File: config.mk
export PLATFORM = sky130hd
export DESIGN_NAME = pipe_hazard_ctrl
export DESIGN_NICKNAME = d
export VERILOG_FILES = /design/src/rtl/pipe_hazard_ctrl_pkg.sv /design/src/rtl/pipe_hazard_ctrl_fwd.sv /design/src/rtl/pipe_hazard_ctrl.sv
export SDC_FILE = /design/constraint.sdc
export NUM_CORES = 1
export LEC_CHECK = 0
export CORE_MARGIN = 2
export CORE_UTILIZATION = 40
export CTS_BUF_LIST = sky130_fd_sc_hd__clkbuf_4
export DETAILED_ROUTE_END_ITERATION = 12
export PLACE_DENSITY = 0.79
export SLEW_MARGIN = 30
export SYNTH_ARGS = -nofsm -noshare
export SYNTH_HDL_FRONTEND = slang
export SYNTH_SLANG_ARGS = --single-unit
File: constraint.sdc
create_clock -name i_clk -period 1.6 [get_ports i_clk]
set_input_delay 0.24 -clock i_clk [delete_from_list [all_inputs] [get_ports i_clk]]
set_output_delay 0.24 -clock i_clk [all_outputs]
set_load 0.01 [all_outputs]
File: src/rtl/pipe_hazard_ctrl_pkg.sv
// Shared encodings for the pipeline hazard controller: FSM states and
// EX operand forwarding select codes.
package pipe_hazard_ctrl_pkg;

    typedef enum logic [1:0] {
        ST_RUN   = 2'b00,
        ST_DWAIT = 2'b01,
        ST_HALT  = 2'b10
    } state_t;

    localparam logic [1:0] FWD_RF  = 2'b00;
    localparam logic [1:0] FWD_WB  = 2'b01;
    localparam logic [1:0] FWD_MEM = 2'b10;

endpackage

File: src/rtl/pipe_hazard_ctrl_fwd.sv
// Combinational hazard detection (load-use / RAW-without-forwarding) and
// EX operand forwarding selection.
module hazard_fwd_unit
    import pipe_hazard_ctrl_pkg::*;
#(
    parameter int REG_W  = 3,
    parameter int FWD_EN = 1
) (
    input  logic             i_id_valid,
    input  logic [REG_W-1:0] i_id_rs,
    input  logic [REG_W-1:0] i_id_rt,
    input  logic             i_id_rs_use,
    input  logic             i_id_rt_use,
    input  logic             i_ex_valid,
    input  logic [REG_W-1:0] i_ex_rs,
    input  logic [REG_W-1:0] i_ex_rt,
    input  logic [REG_W-1:0] i_ex_rd,
    input  logic             i_ex_wen,
    input  logic             i_ex_load,
    input  logic             i_mem_valid,
    input  logic [REG_W-1:0] i_mem_rd,
    input  logic             i_mem_wen,
    input  logic             i_mem_load,
    input  logic             i_wb_valid,
    input  logic [REG_W-1:0] i_wb_rd,
    input  logic             i_wb_wen,
    output logic             o_id_stall,
    output logic [1:0]       o_fwd_a_sel,
    output logic [1:0]       o_fwd_b_sel
);

    logic w_ex_hit, w_mem_hit, w_wb_hit, w_load_use, w_raw;

    function automatic logic reads(input logic [REG_W-1:0] rd);
        return (i_id_rs_use && i_id_rs == rd) || (i_id_rt_use && i_id_rt == rd);
    endfunction

    always_comb begin
        w_ex_hit   = i_id_valid && i_ex_valid  && i_ex_wen  && reads(i_ex_rd);
        w_mem_hit  = i_id_valid && i_mem_valid && i_mem_wen && reads(i_mem_rd);
        w_wb_hit   = i_id_valid && i_wb_valid  && i_wb_wen  && reads(i_wb_rd);
        w_load_use = w_ex_hit && i_ex_load;
        w_raw      = w_ex_hit || w_mem_hit || w_wb_hit;
        o_id_stall = (FWD_EN != 0) ? w_load_use : w_raw;
    end

    // Loads in EX/MEM have no result yet; MEM/WB is the next-newest source.
    function automatic logic [1:0] fwd_sel(input logic [REG_W-1:0] src);
        if (FWD_EN == 0)
            return FWD_RF;
        else if (i_mem_valid && i_mem_wen && !i_mem_load && i_mem_rd == src)
            return FWD_MEM;
        else if (i_wb_valid && i_wb_wen && i_wb_rd == src)
            return FWD_WB;
        else
            return FWD_RF;
    endfunction

    assign o_fwd_a_sel = fwd_sel(i_ex_rs);
    assign o_fwd_b_sel = fwd_sel(i_ex_rt);

endmodule

File: src/rtl/pipe_hazard_ctrl.sv
// Stall/flush/forward controller for the 5-stage pipeline with halt/dmem-wait
// FSM and saturating stall/flush performance counters.
module pipe_hazard_ctrl
    import pipe_hazard_ctrl_pkg::*;
#(
    parameter int REG_W  = 3,
    parameter int CNT_W  = 16,
    parameter int FWD_EN = 1
) (
    input  logic             i_clk,
    input  logic             i_rst,
    input  logic             i_id_valid,
    input  logic [REG_W-1:0] i_id_rs,
    input  logic [REG_W-1:0] i_id_rt,
    input  logic             i_id_rs_use,
    input  logic             i_id_rt_use,
    input  logic             i_ex_valid,
    input  logic [REG_W-1:0] i_ex_rs,
    input  logic [REG_W-1:0] i_ex_rt,
    input  logic [REG_W-1:0] i_ex_rd,
    input  logic             i_ex_wen,
    input  logic             i_ex_load,
    input  logic             i_ex_redirect,
    input  logic             i_mem_valid,
    input  logic [REG_W-1:0] i_mem_rd,
    input  logic             i_mem_wen,
    input  logic             i_mem_load,
    input  logic             i_mem_req,
    input  logic             i_mem_done,
    input  logic             i_imem_done,
    input  logic             i_wb_valid,
    input  logic [REG_W-1:0] i_wb_rd,
    input  logic             i_wb_wen,
    input  logic             i_wb_halt,
    output logic             o_pc_en,
    output logic             o_ifid_en,
    output logic             o_idex_en,
    output logic             o_exmem_en,
    output logic             o_memwb_en,
    output logic             o_ifid_flush,
    output logic             o_idex_flush,
    output logic             o_exmem_flush,
    output logic [1:0]       o_fwd_a_sel,
    output logic [1:0]       o_fwd_b_sel,
    output logic             o_halted,
    output logic [CNT_W-1:0] o_stall_cnt,
    output logic [CNT_W-1:0] o_flush_cnt
);

    state_t           r_state, w_state_nxt;
    logic             w_id_stall, w_dmem_wait, w_redirect_fire;
    logic [1:0]       w_fwd_a, w_fwd_b;
    logic [CNT_W-1:0] r_stall_cnt, r_flush_cnt;

    hazard_fwd_unit #(.REG_W(REG_W), .FWD_EN(FWD_EN)) u_hfu (
        .i_id_valid (i_id_valid),  .i_id_rs    (i_id_rs),    .i_id_rt     (i_id_rt),
        .i_id_rs_use(i_id_rs_use), .i_id_rt_use(i_id_rt_use),
        .i_ex_valid (i_ex_valid),  .i_ex_rs    (i_ex_rs),    .i_ex_rt     (i_ex_rt),
        .i_ex_rd    (i_ex_rd),     .i_ex_wen   (i_ex_wen),   .i_ex_load   (i_ex_load),
        .i_mem_valid(i_mem_valid), .i_mem_rd   (i_mem_rd),   .i_mem_wen   (i_mem_wen),
        .i_mem_load (i_mem_load),
        .i_wb_valid (i_wb_valid),  .i_wb_rd    (i_wb_rd),    .i_wb_wen    (i_wb_wen),
        .o_id_stall (w_id_stall),  .o_fwd_a_sel(w_fwd_a),    .o_fwd_b_sel (w_fwd_b)
    );

    assign w_dmem_wait = i_mem_valid && i_mem_req && !i_mem_done;

    always_ff @(posedge i_clk or posedge i_rst) begin
        if (i_rst) r_state <= ST_RUN;
        else       r_state <= w_state_nxt;
    end

    always_comb begin
        w_state_nxt     = r_state;
        w_redirect_fire = 1'b0;
        o_pc_en         = 1'b1;
        o_ifid_en       = 1'b1;
        o_idex_en       = 1'b1;
        o_exmem_en      = 1'b1;
        o_memwb_en      = 1'b1;
        o_ifid_flush    = 1'b0;
        o_idex_flush    = 1'b0;
        o_exmem_flush   = 1'b0;
        if (i_rst) begin
            {o_pc_en, o_ifid_en, o_idex_en, o_exmem_en, o_memwb_en} = '0;
            {o_ifid_flush, o_idex_flush, o_exmem_flush}             = '1;
            w_state_nxt = ST_RUN;
        end else if (r_state == ST_HALT) begin
            {o_pc_en, o_ifid_en, o_idex_en, o_exmem_en, o_memwb_en} = '0;
        end else begin
            // A pending data access freezes everything; hazards re-present later.
            if (w_dmem_wait) begin
                {o_pc_en, o_ifid_en, o_idex_en, o_exmem_en, o_memwb_en} = '0;
                w_state_nxt = ST_DWAIT;
            end else begin
                w_state_nxt = ST_RUN;
                if (i_ex_redirect && i_ex_valid) begin
                    o_ifid_flush    = 1'b1;
                    o_idex_flush    = 1'b1;
                    w_redirect_fire = 1'b1;
                end else if (w_id_stall) begin
                    o_pc_en      = 1'b0;
                    o_ifid_en    = 1'b0;
                    o_idex_flush = 1'b1;
                end else if (!i_imem_done) begin
                    o_pc_en      = 1'b0;
                    o_ifid_flush = 1'b1;
                end
            end
            if (i_wb_halt) begin
                o_pc_en     = 1'b0;
                o_memwb_en  = 1'b0;
                w_state_nxt = ST_HALT;
            end
        end
    end

    always_ff @(posedge i_clk or posedge i_rst) begin
        if (i_rst) begin
            r_stall_cnt <= '0;
            r_flush_cnt <= '0;
        end else begin
            if (r_state != ST_HALT && (!o_pc_en || !o_ifid_en) && !(&r_stall_cnt))
                r_stall_cnt <= r_stall_cnt + 1'b1;
            if (w_redirect_fire && !(&r_flush_cnt))
                r_flush_cnt <= r_flush_cnt + 1'b1;
        end
    end

    assign o_fwd_a_sel = i_rst ? FWD_RF : w_fwd_a;
    assign o_fwd_b_sel = i_rst ? FWD_RF : w_fwd_b;
    assign o_halted    = (r_state == ST_HALT);
    assign o_stall_cnt = r_stall_cnt;
    assign o_flush_cnt = r_flush_cnt;

endmodule

==> Implementation_results.wiki, run 1 <==
{| class="wikitable"
! Metric !! Value
|-
| Run status || finished with violations
|-
| Violated checks || negative setup slack
|-
| Worst-case headroom to the max-slew limit || 0.7021
|-
| Layout-stage area growth over the synthesis result || 86.64%
|-
| Number of sinks driven by the clock tree || 34
|-
| Router iterations before antenna repair || 6
|-
| Number of buffers inserted by port buffering || slightly above 80
|-
| Most frequently used flop master after synthesis || dfrtp_1
|-
| Clock-pin slew reported for the worst setup and hold paths after clock tree synthesis || 110 ps
|-
| Crit path max fanout || 5
|-
| Commonest cells after routing, fill and taps aside || buf_4, dlygate4sd2_1, dfrtp_1
|-
| Count of max-cap constraint violations || 0
|-
| Die ar. || ~5700 um^2
|-
| Layout cells sized above 1 || 0.4113
|-
| Classification of the worst-slack hold path || in2async
|-
| Core area || 4817 um^2
|-
| RSZ-0062 raised after global routing || yes
|-
| TritonCTS clock tree || built
|-
| Minimum setup slack in the final design || -112.1 ps
|-
| Mean instance size in the synthesized netlist || 10.21 um^2
|-
| Wire length of the first global-routing pass || about 9400 um
|-
| Total routed wirelength || 6737 um
|-
| Most common cell after layout, fill and taps aside || buf_4
|-
| Number of violations reported at the end of detailed-routing iteration 0 || about 100
|-
| Number of nets in the final layout || 395
|-
| I/O pin count || 84
|-
| Syn Std Cell Area || 2032 um^2
|-
| Die width || ~75 um
|-
| Number of storage elements in the synthesis netlist || 34
|-
| Starting density of the core || 0.4218
|-
| Period utilization || 1.070
|-
| Pwr/cell area || between 800 and 900 nW/um^2
|-
| Min Clock Period, post-route || between 1500 and 2000 ps
|-
| Cell count after synthesis || between 150 and 200
|-
| Final-report setup violation count || 30
|-
| Antenna diode instance count || 0
|-
| Remaining number of nets flagged by the antenna check after routing || 0
|-
| GRT Residual Overflow || 0
|-
| Last weighted congestion value of the routability-driven placer || between 0.8 and 0.9
|-
| Worst Setup End Kind || flop
|-
| Worst-case clock skew || about 10 ps
|-
| Final Non-Filler Cells || about 420
|-
| Clk_lat worst skew || ~350 ps
|-
| Via count of the routed design || about 2,200
|-
| Count of synthesis-stage warnings from yosys || 0
|-
| Number of synthesized flops with an enable pin || 0
|-
| Share of the yosys chip area belonging to registers || 0.4187
|-
| Post-DR wirelength/cell || 15.96 um
|-
| Number of buffers created by CTS || 5
|-
| Maximum buffer depth of the clock tree || 2
|-
| Startpoint kind of the worst setup timing path || flop
|-
| Total GRT Usage || 0.2198
|-
| Number of buffers inserted by hold repair at cts || 0
|-
| DIE HEIGHT || 75.28 um
|-
| Post-synth net total || 240
|-
| Final count of hold timing violations || 0
|-
| Post-route DRC violation count || 0
|-
| Initial antenna violation count || 0
|-
| Detailed placer's ending HPWL || 4279 um
|-
| Post-layout total power || approximately 0.0032 W
|-
| Maximum vdd ir drop || about 0.00045 V
|-
| Number of library cell types mapped by synthesis || 34
|-
| Slew of the pin with the lowest slew margin || 446.8 ps
|-
| Vias in the first global route || approximately 2,100
|-
| Pin count of the biggest net entering global routing || 36
|-
| Number of rows in the core area || 25
|-
| Root buffer cell || clkbuf_4
|-
| Worst EP required || 1850 ps
|-
| Avg Vias per Cell || 5.159
|-
| Setup Crit Path Kind || reg2reg
|-
| Total number of H-tree levels || 2
|-
| Top achievable clock speed || 0.5841 GHz
|-
| Share of synthesized registers carrying an async set or reset || 1.000
|-
| Leakage power || between 1.5 and 2 nW
|-
| Cells after DPL || 398
|-
| Count of final max-slew check failures || 0
|-
| Critical path arrival || 1960 ps
|}
-- cell families after synthesis --
group | share of synthesized area
and+or+nand+nor | 0.2192
xor gates and xnor gates | 0.2069
DFF | 0.4187
AOI/OAI and AO/OA | 0.09360
buffers and inverters | 0.03818
muxes | 0.01108
adders and majority gates | 0.01231
-- metrics by stage --
step	util	cell area, um^2	setup slack (ps)	TNS, ps	hold WS, ps
6_report	0.7873	3792	-112.1	-1356	405.4
5_1_grt	0.7873	3792	-184.1	-4277	449.6
4_1_cts	0.7213	3475	-100.4	-694.8	418.8
3_5_place_dp	0.6935	3341	-709.0	-23120	491.9
3_3_place_gp	0.6935	3341	-660.1	-21440	486.9
2_1_floorplan	-	2071	-80.38	-253.4	196.8
-- Yosys cell counts (2+ instances only) --
cell type / n / area share
nor2_1: 12 / 0.022
nand2_1: 10 / 0.018
and3_1: 8 / 0.025
and4_1: 7 / 0.030
o211ai_1: 10 / 0.037
nor3_1: 3 / 0.0074
and2_1: 4 / 0.012
nor4_1: 5 / 0.015
nor2b_1: 2 / 0.0062
xnor2_1: 36 / 0.16
ha_1: 2 / 0.012
inv_1: 6 / 0.011
xor2_1: 12 / 0.052
buf_6: 2 / 0.011
nand4_1: 10 / 0.031
nand3_1: 11 / 0.027
o21ai_2: 2 / 0.0086
o2111ai_1: 3 / 0.013
buf_2: 2 / 0.0049
mux2_2: 2 / 0.011
buf_4: 3 / 0.011
dfrtp_1: 34 / 0.42
o21ai_0: 2 / 0.0049
-- critical path, stage by stage (launching register included) --
cell	delay, ps
dfrtp_1	390
nor2b_4	150
buf_6	120
nor4_4	280
o21a_2	270
buf_6	130
nand4_1	120
xnor2_1	150
-- final timing paths --
kind	start	end	slack, ps	depth (start not counted)
max	r_state[1]	o_flush_cnt[9]	-110	7
min	i_rst	r_state[0]	410	4
max reg2reg	r_state[1]	o_flush_cnt[9]	-110	7
min reg2reg	o_stall_cnt[15]	o_stall_cnt[15]	510	1
max in group asynchronous	i_rst	o_flush_cnt[0]	860	4
min in group i_clk	o_stall_cnt[15]	o_stall_cnt[15]	510	1
-- sequential cells by signal, indices dropped and copies added (netlist names) --
register     cells
o_flush_cnt     16
r_state          2
o_stall_cnt     16
-- report_power, final --
group	internal, W	leakage [nW]	total (W)	switching [W]
sequential	0.000995	0.449	0.00111	0.000110
clock	0.000481	0.0528	0.000778	0.000297
combinational	0.000732	1.43	0.00129	0.000561
-- final cells by class --
type                            count  area, um^2
Clock buffer                        5       37.54
Clock inverter                      3       63.81
Fill cell                         312        1025
Inverter                            6       26.28
Multi-Input combinational cell    152        1385
Sequential cell                    34       852.1
Tap cell                           67       83.83
Timing Repair Buffer              155        1344
-- layer usage --
| metal | up-vias | GRT usage | share of wire | wire length, um |
|---|---|---|---|---|
| met5 | - | 0 | 0 | 0 |
| met2 | 91 | 0.3626 | 0.52 | 3535 |
| met3 | 18 | 0.06693 | 0.070 | 469 |
| met4 | 0 | 0.09552 | 0.029 | 194 |
| li1 | 1031 | - | - | - |
| met1 | 1037 | 0.2661 | 0.38 | 2537 |
-- repair_timing --
item | 4_1_cts | 5_1_grt
pin swaps | 50 | 40
buffers inserted | 9 | 11
resized for setup | 153 | 50
setup endpoints to repair | 59 | 58
hold endpoints to repair | 0 | 0
No activity file was read; power rests on OpenSTA's default activity.
==> run 2, diff against run 1 <==
--- a/config.mk
+++ b/config.mk
@@ -5,10 +5,10 @@
 export SDC_FILE = /design/constraint.sdc
 export NUM_CORES = 1
 export LEC_CHECK = 0
-export CORE_MARGIN = 2
 export CORE_UTILIZATION = 40
 export CTS_BUF_LIST = sky130_fd_sc_hd__clkbuf_4
 export DETAILED_ROUTE_END_ITERATION = 12
+export GPL_ROUTABILITY_DRIVEN = 1
 export PLACE_DENSITY = 0.79
 export SLEW_MARGIN = 30
 export SYNTH_ARGS = -nofsm -noshare
==> Implementation_results.wiki, run 2 (synthesis results as in run 1) <==
{| class="wikitable"
! Metric !! Value
|-
| Run status || finished with violations
|-
| Violated checks || negative setup slack
|-
| Vias in the first global route || 2,213 (+6.1%)
|-
| I/O pin count || 84 (unchanged)
|-
| Minimum setup slack in the final design || -194.0 ps (-81.89 ps)
|-
| Crit path max fanout || 3 (-2)
|-
| Number of buffers created by CTS || 5 (unchanged)
|-
| Remaining number of nets flagged by the antenna check after routing || 0 (unchanged)
|-
| CP max stage cell || dfrtp_1
|-
| Number of cells on the worst reg-to-reg path || 7 (unchanged)
|-
| Global route hottest layer || met2
|-
| Worst-case headroom to the max-slew limit || 0.7090 (+0.006870)
|-
| Setup Crit Path Kind || reg2reg
|-
| Starting density of the core || 0.4218 (unchanged)
|-
| Last weighted congestion value of the routability-driven placer || 0.8076 (-6.0%)
|-
| Total GRT Usage || 0.2486 (+0.02876)
|-
| Min Clock Period, post-route || 1794 ps (+81.89 ps)
|-
| TritonCTS clock tree || built
|-
| Final count of hold timing violations || 0 (unchanged)
|-
| Final core area utilization || 0.7917 (+0.004415)
|-
| RSZ-0062 raised after global routing || yes
|-
| Leakage power || 1.900 nW (-1.7%)
|-
| Number of sinks driven by the clock tree || 34 (unchanged)
|-
| Number of buffers inserted by hold repair at cts || 0 (unchanged)
|-
| Antenna diode instance count || 0 (unchanged)
|-
| Origin of the worst min-delay path || i_wb_halt
|-
| Via count of the routed design || 2,249 (+3.3%)
|-
| Pwr/cell area || 815.3 nW/um^2 (-2.6%)
|-
| Post-DR wirelength/cell || 16.96 um (+6.3%)
|-
| Count of final max-slew check failures || 0 (unchanged)
|-
| Pin count of the biggest net entering global routing || 36 (unchanged)
|-
| Layout-stage area growth over the synthesis result || 87.68%
|-
| Slew of the pin with the lowest slew margin || 436.5 ps (-10.31 ps)
|-
| Router iterations before antenna repair || 4 (-2)
|-
| Met1 global-route usage || 0.2667 (+0.0006166)
|-
| Maximum vdd ir drop || 0.0004614 V (+2.4%)
|-
| Clk_lat worst skew || 360 ps (about the same)
|-
| Classification of the worst-slack hold path || in2reg
|-
| Total number of H-tree levels || 2 (unchanged)
|-
| Met3 Usage GRT || 0.06173 (-0.005206)
|-
| Crit path cell chain || ha_2, nand4_1, nor3_2, a21oi_2, buf_4, o21ai_4, mux2_4
|-
| Worst-case clock skew || 20.25 ps (+9.812 ps)
|-
| GRT Residual Overflow || 0 (unchanged)
|-
| Maximum buffer depth of the clock tree || 2 (unchanged)
|-
| Worst Setup End Kind || flop
|-
| Commonest cells after routing, fill and taps aside || buf_4, dfrtp_1, xnor2_1
|-
| Number of nets in the final layout || 401 (+1.5%)
|-
| Top achievable clock speed || 0.5574 GHz (-4.6%)
|-
| Post-route DRC violation count || 0 (unchanged)
|-
| Number of rows in the core area || 25 (unchanged)
|-
| Setup Slack @ Placement || -668.5 ps (+40.48 ps)
|-
| Wire length of the first global-routing pass || 9970 um (+6.2%)
|-
| Worst-case hold path end point || r_state[1]
|-
| Most common cell after layout, fill and taps aside || buf_4
|-
| Origin of the critical flop-to-flop path || o_stall_cnt[0]
|-
| Avg Vias per Cell || 5.255 (+1.9%)
|-
| Total routed wirelength || 7260 um (+7.8%)
|-
| Worst EP required || 1850 ps (about the same)
|-
| Layout cells sized above 1 || 0.4349 (+0.02364)
|-
| Clock-pin slew reported for the worst setup and hold paths after clock tree synthesis || 110 ps (about the same)
|-
| Worst reg-to-reg setup slack || -190 ps (-80 ps)
|-
| Startpoint kind of the worst setup timing path || flop
|-
| Slowest stage delay, CP || 380 ps (about the same)
|-
| Critical path arrival || 2040 ps (+80 ps)
|-
| Number of stages on the worst hold path || 3
|-
| Root buffer cell || clkbuf_4
|-
| Number of buffers inserted by port buffering || 83 (unchanged)
|-
| Core area || 4817 um^2 (unchanged)
|-
| Detailed placer's ending HPWL || 4460 um (+4.2%)
|-
| Die width || 73.28 um (-2.7%)
|-
| DIE HEIGHT || 73.28 um (-2.7%)
|-
| Die ar. || 5369 um^2 (-5.2%)
|-
| Met2 track utilization from global routing || 0.4568 (+0.09422)
|-
| Period utilization || 1.121 (+0.05118)
|-
| RR Endpoint || o_stall_cnt[1]
|-
| Initial antenna violation count || 0 (unchanged)
|-
| Number of violations reported at the end of detailed-routing iteration 0 || 87 (-16%)
|-
| Final-report setup violation count || 35 (+17%)
|-
| Count of max-cap constraint violations || 0 (unchanged)
|}
==> run 2: cell count changes in the layout (fill, tap and decap cells not counted), moves of 3 or more <==
cell,change
clkbuf_2,+10
dlygate4sd2_1,-8
clkdlybuf4s15_1,+4
buf_4,-3
buf_2,-6
buf_6,+6
==> run 2: what timing repair did <==
action                     CTS  global route
pin swaps                   63            45
gates cloned                 0             0
gates resized for setup    150            57
setup buffers               12            16
setup endpoints to repair   58            58
==> run 2: worst max-delay path: cells and delay by family, from the launching register on <==
kind / cells / cell delay (ps)
flops: 1 / 380
simple gates: 2 / 460
fa+ha+maj: 1 / 190
buf+inv: 1 / 150
mux: 1 / 320
compound gates: 2 / 180
==> run 2: layout make-up <==
class | instances | area [um^2]
Clock buffer | 6 | 45.04
Fill cell | 304 | 1003
Tap cell | 67 | 83.83
Sequential cell | 34 | 852.1
Timing Repair Buffer | 161 | 1414
Clock inverter | 2 | 33.78
Inverter | 6 | 26.28
Multi-Input combinational cell | 152 | 1359
==> run 2: routing by layer <==
layer | routed length [um] | up-vias
met1 | 2698 | 1089
met3 | 427 | 21
met4 | 227 | 0
met5 | 0 | -
met2 | 3906 | 110
li1 | - | 1029
==> run 2: how the worst max path moves through the flow <==
stage	startpoint	endpoint	slack, ps	cells past startpoint
floorplan	r_state[1]	o_stall_cnt[1]	-80	6
global placement	i_ex_rd[1]	o_ifid_flush	-640	7
CTS	r_state[1]	o_pc_en	-220	6
global route	o_stall_cnt[1]	o_stall_cnt[1]	-230	7
detailed placement	i_ex_rd[2]	o_ifid_flush	-670	7
finish	o_stall_cnt[0]	o_stall_cnt[1]	-190	7
==> run 2: through the flow <==
step / power [W] / hold slack (ps) / TNS (ps) / area, um^2 / cells
2_1_floorplan: 0.001564 / 196.8 / -253.4 / 2071 / 199
3_3_place_gp: 0.002252 / 488.4 / -21310 / 3318 / 395
3_5_place_dp: 0.002295 / 491.9 / -22750 / 3318 / 395
4_1_cts: 0.002920 / 394.6 / -4144 / 3618 / 414
5_1_grt: 0.003263 / 288.0 / -4979 / 3814 / 428
6_report: 0.003109 / 260.7 / -2505 / 3814 / 428
==> run 2: report_power, final <==
part | leakage (nW) | total (W) | internal (W) | switching (W)
clock network | 0.0433 | 0.000649 | 0.000342 | 0.000307
logic | 1.41 | 0.00136 | 0.000772 | 0.000589
registers | 0.449 | 0.00110 | 0.000994 | 0.000105
